===== config.mk =====
export PLATFORM = sky130hd
export DESIGN_NAME = tx_frame_gearbox53_flat
export DESIGN_NICKNAME = d
export VERILOG_FILES = /design/src/rtl/lpgbt_fe_pkg.sv /design/src/rtl/tx_frame_gearbox53_if.sv /design/src/rtl/tx_frame_gearbox53_err_sat_counter.sv /design/src/rtl/tx_frame_gearbox53.sv /design/src/flat_wrapper.sv
export SDC_FILE = /design/constraint.sdc
export NUM_CORES = 1
export LEC_CHECK = 0
export BUFFER_PORTS_ARGS = -buffer_cell sky130_fd_sc_hd__buf_2
export CAP_MARGIN = 5
export CORE_MARGIN = 1
export CORE_UTILIZATION = 35
export CTS_CLUSTER_SIZE = 25
export DETAILED_ROUTE_END_ITERATION = 12
export HOLD_SLACK_MARGIN = 0.12
export PLACE_DENSITY = 0.55
export SETUP_SLACK_MARGIN = 0.02
export SLEW_MARGIN = 0
export SYNTH_ARGS = -nofsm -noshare
export SYNTH_HDL_FRONTEND = slang
export SYNTH_SLANG_ARGS = --single-unit

===== constraint.sdc =====
create_clock -name clock -period 3 [get_ports clock]
set_clock_uncertainty 0.15 [all_clocks]
set_input_delay 0.3 -clock clock [delete_from_list [all_inputs] [get_ports clock]]
set_output_delay 0.3 -clock clock [all_outputs]
set_load 0.02 [all_outputs]

===== src/rtl/lpgbt_fe_pkg.sv =====
// Shared lpGBT front-end constants: frame geometry, default header, gearbox state
// encoding and small frame-building helpers.
package lpgbt_fe_pkg;

    localparam int FRAME_WIDTH   = 64;
    localparam int PAYLOAD_WIDTH = 53;
    localparam int FEC_WIDTH     = 7;
    localparam int HEADER_WIDTH  = 4;

    localparam logic [HEADER_WIDTH-1:0] DEFAULT_HEADER = 4'b1001;

    typedef enum logic [0:0] {
        IDLE = 1'b0,
        RUN  = 1'b1
    } state_e;

    function automatic logic [FRAME_WIDTH-1:0] build_frame(
        input logic [HEADER_WIDTH-1:0]  header,
        input logic [FEC_WIDTH-1:0]     fec,
        input logic [PAYLOAD_WIDTH-1:0] data
    );
        return {header, fec, data};
    endfunction

    // An idle frame carries the header so the receiver keeps frame lock.
    function automatic logic [FRAME_WIDTH-1:0] idle_frame(
        input logic [HEADER_WIDTH-1:0] header
    );
        return {header, {(FRAME_WIDTH-HEADER_WIDTH){1'b0}}};
    endfunction

endpackage


===== src/rtl/tx_frame_gearbox53_if.sv =====
// Bundle between the scrambler/FEC side and the transmit gearbox, plus the
// gearbox status outputs.
interface tx_frame_gearbox53_if #(
    parameter int WORD_WIDTH = 16
);
    import lpgbt_fe_pkg::*;

    // Handshake: a frame {fec, data} transfers on a cycle where frame_valid
    // and frame_ready are both 1; frame_ready never depends on frame_valid.
    // frame_valid while frame_ready is 0 drops the frame and flags cadence_err.
    logic [PAYLOAD_WIDTH-1:0] data;
    logic [FEC_WIDTH-1:0]     fec;
    logic                     frame_valid;
    logic                     frame_ready;

    logic [WORD_WIDTH-1:0]    word_out;
    logic                     frame_start;
    logic                     running;
    logic                     underflow;
    logic                     cadence_err;
    logic [7:0]               err_count;
    state_e                   dbg_state;

    modport master (
        output data, fec, frame_valid,
        input  frame_ready, word_out, frame_start, running,
        input  underflow, cadence_err, err_count, dbg_state
    );

    modport slave (
        input  data, fec, frame_valid,
        output frame_ready, word_out, frame_start, running,
        output underflow, cadence_err, err_count, dbg_state
    );

endinterface


===== src/rtl/tx_frame_gearbox53_err_sat_counter.sv =====
// Saturating event counter: counts up on inc, holds at all-ones, cleared only
// by reset.
module err_sat_counter #(
    parameter int WIDTH = 8
) (
    input  logic             clock,
    input  logic             reset,
    input  logic             inc,
    output logic [WIDTH-1:0] count
);

    always_ff @(posedge clock or posedge reset) begin
        if (reset) begin
            count <= '0;
        end else if (inc && (count != {WIDTH{1'b1}})) begin
            count <= count + WIDTH'(1);
        end
    end

endmodule


===== src/rtl/tx_frame_gearbox53.sv =====
// Transmit gearbox: packs {HEADER, fec, data} into a 64-bit frame and shifts it
// out MSB-first as 64/WORD_WIDTH words, inserting idle frames on underflow.
module tx_frame_gearbox53
    import lpgbt_fe_pkg::*;
#(
    parameter int                      WORD_WIDTH = 16,
    parameter logic [HEADER_WIDTH-1:0] HEADER     = DEFAULT_HEADER,
    parameter int                      MISS_LIMIT = 4
) (
    input  logic               clock,
    input  logic               reset,
    tx_frame_gearbox53_if.slave bus
);

    localparam int RATIO = FRAME_WIDTH / WORD_WIDTH;
    localparam int CNT_W = (RATIO > 2) ? $clog2(RATIO) : 1;

    localparam logic [CNT_W-1:0]       CNT_LAST   = CNT_W'(RATIO - 1);
    localparam logic [3:0]             MISS_LAST  = 4'(MISS_LIMIT - 1);
    localparam logic [FRAME_WIDTH-1:0] IDLE_FRAME = idle_frame(HEADER);

    localparam logic [0:0] ST_IDLE = 1'b0;
    localparam logic [0:0] ST_RUN  = 1'b1;

    logic [FRAME_WIDTH-1:0] shreg;
    logic [CNT_W-1:0]       cnt;
    logic [0:0]             state;
    logic [3:0]             miss;
    logic                   underflow_q;
    logic                   cadence_err_q;
    logic [7:0]             err_count_q;

    logic at_last;
    logic ready;
    logic accept;
    logic miss_ev;
    logic cad_ev;

    assign at_last = (cnt == CNT_LAST);
    // In IDLE every cycle is a load point, so a frame is taken immediately.
    assign ready   = (state == ST_IDLE) | at_last;
    assign accept  = bus.frame_valid & ready;
    assign miss_ev = (state == ST_RUN) & at_last & ~bus.frame_valid;
    assign cad_ev  = bus.frame_valid & ~ready;

    always_ff @(posedge clock or posedge reset) begin
        if (reset) begin
            shreg         <= IDLE_FRAME;
            cnt           <= '0;
            state         <= ST_IDLE;
            miss          <= '0;
            underflow_q   <= 1'b0;
            cadence_err_q <= 1'b0;
        end else begin
            underflow_q   <= miss_ev;
            cadence_err_q <= cad_ev;
            if (accept) begin
                shreg <= build_frame(HEADER, bus.fec, bus.data);
                cnt   <= '0;
                miss  <= '0;
                state <= ST_RUN;
            end else if (at_last) begin
                shreg <= IDLE_FRAME;
                cnt   <= '0;
                // Consecutive misses only count while running.
                if (state == ST_RUN) begin
                    if (miss == MISS_LAST) begin
                        state <= ST_IDLE;
                        miss  <= '0;
                    end else begin
                        miss <= miss + 4'd1;
                    end
                end
            end else begin
                shreg <= shreg << WORD_WIDTH;
                cnt   <= cnt + CNT_W'(1);
            end
        end
    end

    // An underflow needs RUN at a load point, a cadence error needs a non-load
    // point, so at most one increment arrives per cycle.
    err_sat_counter #(
        .WIDTH (8)
    ) u_err_count (
        .clock (clock),
        .reset (reset),
        .inc   (miss_ev | cad_ev),
        .count (err_count_q)
    );

    assign bus.word_out    = shreg[FRAME_WIDTH-1 -: WORD_WIDTH];
    assign bus.frame_ready = ready;
    assign bus.frame_start = (cnt == '0);
    assign bus.running     = (state == ST_RUN);
    assign bus.underflow   = underflow_q;
    assign bus.cadence_err = cadence_err_q;
    assign bus.err_count   = err_count_q;
    assign bus.dbg_state   = state_e'(state);

endmodule


===== src/flat_wrapper.sv =====
// flat-port wrapper written by rule: the top's interface ports become plain ports
module tx_frame_gearbox53_flat import lpgbt_fe_pkg::*;
#(
    parameter int                      WORD_WIDTH = 16,
    parameter logic [HEADER_WIDTH-1:0] HEADER     = DEFAULT_HEADER,
    parameter int                      MISS_LIMIT = 4
)
  (clock, reset, bus_data, bus_fec, bus_frame_valid, bus_frame_ready, bus_word_out, bus_frame_start, bus_running, bus_underflow, bus_cadence_err, bus_err_count, bus_dbg_state);
  tx_frame_gearbox53_if #(.WORD_WIDTH(WORD_WIDTH)) bus_i ();
  input  logic clock;
  input  logic reset;
  input wire logic [$bits(bus_i.data)-1:0] bus_data;
  input wire logic [$bits(bus_i.fec)-1:0] bus_fec;
  input wire logic [$bits(bus_i.frame_valid)-1:0] bus_frame_valid;
  output wire logic [$bits(bus_i.frame_ready)-1:0] bus_frame_ready;
  output wire logic [$bits(bus_i.word_out)-1:0] bus_word_out;
  output wire logic [$bits(bus_i.frame_start)-1:0] bus_frame_start;
  output wire logic [$bits(bus_i.running)-1:0] bus_running;
  output wire logic [$bits(bus_i.underflow)-1:0] bus_underflow;
  output wire logic [$bits(bus_i.cadence_err)-1:0] bus_cadence_err;
  output wire logic [$bits(bus_i.err_count)-1:0] bus_err_count;
  output wire logic [$bits(bus_i.dbg_state)-1:0] bus_dbg_state;
  assign bus_i.data = bus_data;
  assign bus_i.fec = bus_fec;
  assign bus_i.frame_valid = bus_frame_valid;
  assign bus_frame_ready = bus_i.frame_ready;
  assign bus_word_out = bus_i.word_out;
  assign bus_frame_start = bus_i.frame_start;
  assign bus_running = bus_i.running;
  assign bus_underflow = bus_i.underflow;
  assign bus_cadence_err = bus_i.cadence_err;
  assign bus_err_count = bus_i.err_count;
  assign bus_dbg_state = bus_i.dbg_state;
  tx_frame_gearbox53 #(.WORD_WIDTH(WORD_WIDTH), .HEADER(HEADER), .MISS_LIMIT(MISS_LIMIT)) u_core (.clock(clock), .reset(reset), .bus(bus_i));
endmodule

Yosys cells after proc, flatten, opt, wreduce, memory -nomap -nowiden
Cells that the tools add are included.

cells by class
  add/sub/neg operators = 3
  multipliers = 0
  div/mod/pow operators = 0
  magnitude comparators = 0
  equality and inequality tests = 3
  shift-type cells = 0
  multiplexer cells = 12
  bitwise gates (word level) = 9
  reductions and logical operators = 5

operator list
  kind                 count
  $mux 64              2
  $mux 4               4
  $add 8x1->8 const B  1
  $ne 8x8->1 const B   1
  $add 4x1->4 const B  1
  $and 1x1->1          4
  $eq 4x2->1 const B   1
  $mux 1               4
  $mux 2               2
  $reduce_bool 2->1    2
  $not 1->1            3
  $add 2x1->2 const B  1
  $eq 2x2->1 const B   1
  $logic_not 2->1      1
  $or 1x1->1           2
  $reduce_and 2->1     1
  $logic_and 1x1->1    1

word-level totals
  register bits after elaboration = 81
  latch bits = 0
  memory bits (writable) = 0
  bits in read-only memories = 0
  bits of input ports = 63
  output and inout port bits = 30
  logic and storage cells = 39
  memories = 0

Longest topological paths before layout
  word-level depth = 6
  gate-level depth with buffers = 6

Cells and area by module
Synthesis repeated with hierarchy kept, for this count alone.

unflattened totals
  cells, all modules = 243
  area, all modules = 3,244.4 um^2

modules (own cells, without submodules)
  module              instances  cells each  area an instance (um^2)  sequential area each (um^2)
  tx_frame_gearbox53  1          205         2,825.2                  1,829.3
  err_sat_counter     1          38          419.2                    200.2

Least setup slack after synthesis
No wires, ideal clock.

  path kind = reg2reg
  start point = register u_core.cnt[0]
  end point = register u_core.u_err_count.count[1]
  arrival time = 1,467 ps
  data required time = 2,725 ps
  path slack = 1,258 ps
  cell stages (with the launch flop) = 6
  period minus slack after synthesis = 1,742 ps
  path through = dfrtp_1 > ha_1 > nand2b_1 > a21oi_1 > and2_4 > mux2_4

between the ends
  cells in the longest elaborated chain, start to end = 6
  elaborated cells on any way between the ends = 8
  those cells by class = eq/ne (1); bitwise (6); reduce/logical (1)

RTL lines
  item                      line                                      text
  start: declaration        tx_frame_gearbox53.sv:26                  logic [CNT_W-1:0] cnt;
  start signal: assignment  tx_frame_gearbox53.sv:76                  cnt <= cnt + CNT_W'(1);
  $eq 2x2->1 (*)            tx_frame_gearbox53.sv:39                  assign at_last = (cnt == CNT_LAST);
  $or 1x1->1                tx_frame_gearbox53.sv:41                  assign ready = (state == ST_IDLE) | at_last;
  $not 1->1                 tx_frame_gearbox53.sv:44                  assign cad_ev = bus.frame_valid & ~ready;
  $and 1x1->1               tx_frame_gearbox53.sv:44
  $or 1x1->1 (*)            tx_frame_gearbox53.sv:88                  .inc (miss_ev | cad_ev),
  $logic_and 1x1->1 (*)     tx_frame_gearbox53_err_sat_counter.sv:15  end else if (inc && (count != {WIDTH{1'b1}})) begin
  end signal: assignment    tx_frame_gearbox53_err_sat_counter.sv:16  count <= count + WIDTH'(1);
  end: declaration          tx_frame_gearbox53_err_sat_counter.sv:9   output logic [WIDTH-1:0] count

Mark *: on every way between the ends. The rest lies on a longest branch, timed or not.
A chain may end at the register's enable or synchronous reset.

Final worst setup path
  start point = register u_core.cnt[1]
  end point = output port bus_frame_ready

between the ends
  cells in the longest elaborated chain, start to end = 2

RTL lines
  item              line                      text
  $eq 2x2->1        tx_frame_gearbox53.sv:39
  $or 1x1->1        tx_frame_gearbox53.sv:41
  end: declaration  flat_wrapper.sv:15        output wire logic [$bits(bus_i.frame_ready)-1:0] bus_frame_ready;

No other way between the ends.

==> qor.csv <==
stage,metric,value,unit
drt,DRC violation count after routing,11,
clocking,maximum number of buffers from clock root to sink,2,
clocking,clock transition at the register clock pins on the worst setup and hold paths after CTS,0.09,ns
setup_path,startpoint type of the worst setup path,register,
power_and_ir_drop,internal power contribution,2.267,mW
die,# IOs,93,
drt,Initial DRT Pass Iterations,8,
power_and_ir_drop,total leakage power,2.282,nW
setup_path,CP Data Arrival Time,1.81,ns
placement,global placement routability congestion,0.6884,
timing,Setup Viol. Count Final,0,
timing,number of pins with negative max-slew slack in the final report,0,
timing,worst max-slew margin expressed relative to the limit,28.56,%
grt,overall fraction of global-route tracks in use,15.61,%
synth,area share of the largest cell type after synthesis,61.55,%
synth,Post-synth ARST share,100.0,%
die,Core Region,8806,sq um
setup_path,"Worst Path Class, Setup",register to output port,
grt,first-pass GRT wire length,11.50,mm
synth,post-synthesis instance area,3212,sq um
grt,initial antenna violation count,0,
power_and_ir_drop,Max VDD drop,0.3503,mV
drt,routed len/inst,14.10,um
timing,Worst Hold Slack,0.2671,ns
drt,total via count after detailed routing,2305,
grt,largest net degree at the start of global routing,65,
cells_and_area,Total Nets Final,452,
grt,number of global-route vias before repair,2346,
clocking,root buf cell,sky130_fd_sc_hd__clkbuf_8,
synth,part of the Yosys area used for sequential elements,63.19,%
synth,top post-synthesis cells by count,"sky130_fd_sc_hd__dfrtp_1, sky130_fd_sc_hd__a22o_1, sky130_fd_sc_hd__buf_4",
drt,Vias per Instance,4.638,
timing,period utilisation layout,75.34,%
power_and_ir_drop,switching power as a share of total power,34.94,%
outcome,violations in the final reports,DRC,
cells_and_area,area growth from synthesis to layout,39.27,%
placement,port buffer count,92,
power_and_ir_drop,power share of the sequential group,43.4,%
synth,main flop type after synthesis,sky130_fd_sc_hd__dfrtp_1,
placement,hpwl dp,4.432,mm
drt,count of nets left with antenna violations after detail routing,0,
job,Max-cap violations,0,
power_and_ir_drop,P per Cell Area,779.0,nW/um^2
die,Rows,34,
power_and_ir_drop,clock share of power,23.4,%
timing,RSZ-0062 raised after global routing,false,
synth,Synth warnings,0,
synth,number of storage elements in the synthesis netlist,81,
die,initial core utilization,36.47,%
synth,top area cells in the synthesized netlist,"sky130_fd_sc_hd__dfrtp_1, sky130_fd_sc_hd__a22o_1, sky130_fd_sc_hd__buf_4, sky130_fd_sc_hd__and3_1, sky130_fd_sc_hd__ha_1",
clocking,maximum level of the CTS H-tree,3,
timing,Achievable Freq,0.4425,GHz
synth,most common cell in the synthesized netlist,sky130_fd_sc_hd__dfrtp_1,
timing,sum of negative setup slack,0,ns
synth,synth unique cells,35,
setup_path,endpoint required time on the critical path,2.55,ns
synth,number of cells produced by synthesis,246,
synth,number of flops mapped to enable cells by yosys,0,
timing,"Hold Vio Cnt, Final",0,
setup_path,FF-to-FF path depth,5,
clocking,worst skew pair latency,0.34,ns
timing,final critical delay including setup and external delays,2.260,ns
setup_path,crit path max fanout,18,
power_and_ir_drop,total design power,3.485,mW
grt,GRT overflow,0,
power_and_ir_drop,NetSw,1.217,mW
worst_hold_path,Hold Path Stages,2,
synth,"area leader, netlist",sky130_fd_sc_hd__dfrtp_1,
die,die span in y,97.80,um
synth,per-instance average area after synthesis,13.06,sq um
clocking,CTS tree,done,
clocking,number of buffers created by CTS,9,
timing,actual transition at the worst max-transition pin,1.072,ns
synth,Syn Nets,314,
die,width of the chip,97.80,um
worst_hold_path,type of the most critical hold path,input pin to register,
power_and_ir_drop,logic gate share of total power,33.2,%
cells_and_area,share of layout cells above drive strength 1,32.13,%
drt,aggregate routed wire length,7.010,mm
clocking,number of sinks handled by clock tree synthesis,81,
cells_and_area,Antenna Diode Count,0,
die,die area,9564,sq um
drt,number of violations reported at the end of detailed-routing iteration 0,127,
setup_path,kind of capture point of the worst setup path,output port,
outcome,outcome,finished with violations,
==> registers in the layout, indices dropped and copies added (netlist names) <==
register / flops
u_core.shreg: 64
u_core.u_err_count.count: 8
u_core.miss: 4
u_core.cnt: 2
u_core.bus.cadence_err: 1
u_core.bus.dbg_state: 1
u_core.bus.underflow: 1
==> through the flow <==
stage / utilization [%] / area (sq um) / setup slack, ns / std cells
after floorplan: - / 3212 / 0.4732 / 246
after global placement: 41.49 / 3654 / 1.133 / 420
after detailed placement: 41.49 / 3654 / 1.097 / 420
after CTS: 50.80 / 4473 / 0.7074 / 497
after global routing: 50.80 / 4473 / 0.5939 / 497
final: 50.80 / 4473 / 0.7399 / 497
==> cells by family after synthesis <==
group | Yosys count | share of synthesized area (%)
DFF | 81 | 63.19
muxes | 1 | 0.4673
xor gates and xnor gates | 6 | 1.636
AOI/OAI and AO/OA | 60 | 15.35
adders and majority gates | 5 | 1.948
and+or+nand+nor | 56 | 10.60
buffers and inverters | 37 | 6.817
==> what timing repair did <==
| item | 4_1_cts | 5_1_grt |
|---|---|---|
| endpoints found under the hold margin | 120 | 0 |
| resized for setup | 0 | 0 |
| hold buffers | 61 | 0 |
| setup buffers | 0 | 0 |
==> power by group through the flow <==
stage	clock network, mW	registers [mW]	logic, mW
after detailed placement	0	1.54	1.10
final	0.814	1.51	1.16
after global routing	0.893	1.55	1.27
after CTS	0.847	1.51	1.17
after floorplan	0	1.57	0.841
after global placement	0	1.53	1.08
==> worst paths after layout <==
check                                  from                           to  slack (ns)
max                           u_core.cnt[1]              bus_frame_ready        0.74
min                         bus_frame_valid             u_core.shreg[11]        0.27
max reg2reg                   u_core.cnt[0]  u_core.u_err_count.count[1]        1.09
min reg2reg                u_core.shreg[44]             u_core.shreg[60]        0.29
max in group asynchronous             reset             u_core.shreg[15]        1.40
min in group asynchronous             reset             u_core.shreg[52]        0.57
==> cell usage in the layout (no fill, tap or decap) <==
cell	Yosys	routed
sky130_fd_sc_hd__nor3_1	3	3
sky130_fd_sc_hd__nand4_4	1	1
sky130_fd_sc_hd__a22o_1	44	44
sky130_fd_sc_hd__nor2b_1	3	3
sky130_fd_sc_hd__dfstp_2	2	2
sky130_fd_sc_hd__a21oi_4	1	2
sky130_fd_sc_hd__o21ai_0	4	4
sky130_fd_sc_hd__and2_4	1	1
sky130_fd_sc_hd__a211oi_1	1	1
sky130_fd_sc_hd__and2_1	2	2
sky130_fd_sc_hd__and4_4	1	1
sky130_fd_sc_hd__dfrtp_1	79	79
sky130_fd_sc_hd__ha_1	5	5
sky130_fd_sc_hd__inv_1	4	3
sky130_fd_sc_hd__clkinv_2	0	1
sky130_fd_sc_hd__clkinvlp_4	0	2
sky130_fd_sc_hd__nand3_1	2	2
sky130_fd_sc_hd__o211ai_1	1	1
sky130_fd_sc_hd__inv_6	0	3
sky130_fd_sc_hd__a21oi_1	6	6
sky130_fd_sc_hd__nand2_1	10	10
sky130_fd_sc_hd__nor3b_1	2	2
sky130_fd_sc_hd__buf_4	19	4
sky130_fd_sc_hd__nand4_1	4	4
sky130_fd_sc_hd__clkbuf_8	0	10
sky130_fd_sc_hd__buf_2	7	92
sky130_fd_sc_hd__a32o_1	1	1
sky130_fd_sc_hd__xor2_1	3	3
sky130_fd_sc_hd__nor4_2	1	1
sky130_fd_sc_hd__xnor2_1	3	3
sky130_fd_sc_hd__mux2_4	1	1
sky130_fd_sc_hd__inv_2	3	3
sky130_fd_sc_hd__nand2b_1	5	5
sky130_fd_sc_hd__bufinv_16	0	1
sky130_fd_sc_hd__dlygate4sd3_1	0	61
sky130_fd_sc_hd__nor2_1	4	4
sky130_fd_sc_hd__and3_1	17	17
sky130_fd_sc_hd__a21o_1	1	1
==> layout make-up <==
type	count	area, sq um
clock buffer	10	137.6
inverter	7	27.53
fill	773	4333
sequential	81	2029
multi-input combinational	128	970.9
timing repair buffer	157	1101
tap	108	135.1
clock inverter	6	71.32
==> metal layers <==
metal / vias up / part of all wire [%] / wire (um) / global-route usage [%]
met5: - / 0 / 0 / 0
met1: 1090 / 46 / 3209 / 20.54
met2: 62 / 48 / 3375 / 25.10
li1: 1136 / - / - / -
met3: 17 / 3.6 / 249 / 2.792
met4: 0 / 2.5 / 176 / 7.576
==> worst max-delay path, stage by stage (launching register included) <==
cell and delay (ns):
sky130_fd_sc_hd__dfrtp_1 0.38, sky130_fd_sc_hd__ha_1 0.37, sky130_fd_sc_hd__inv_2 0.11, sky130_fd_sc_hd__nand2_1 0.36
sky130_fd_sc_hd__buf_2 0.25
Note: power is estimated with default switching activity, not from simulation.
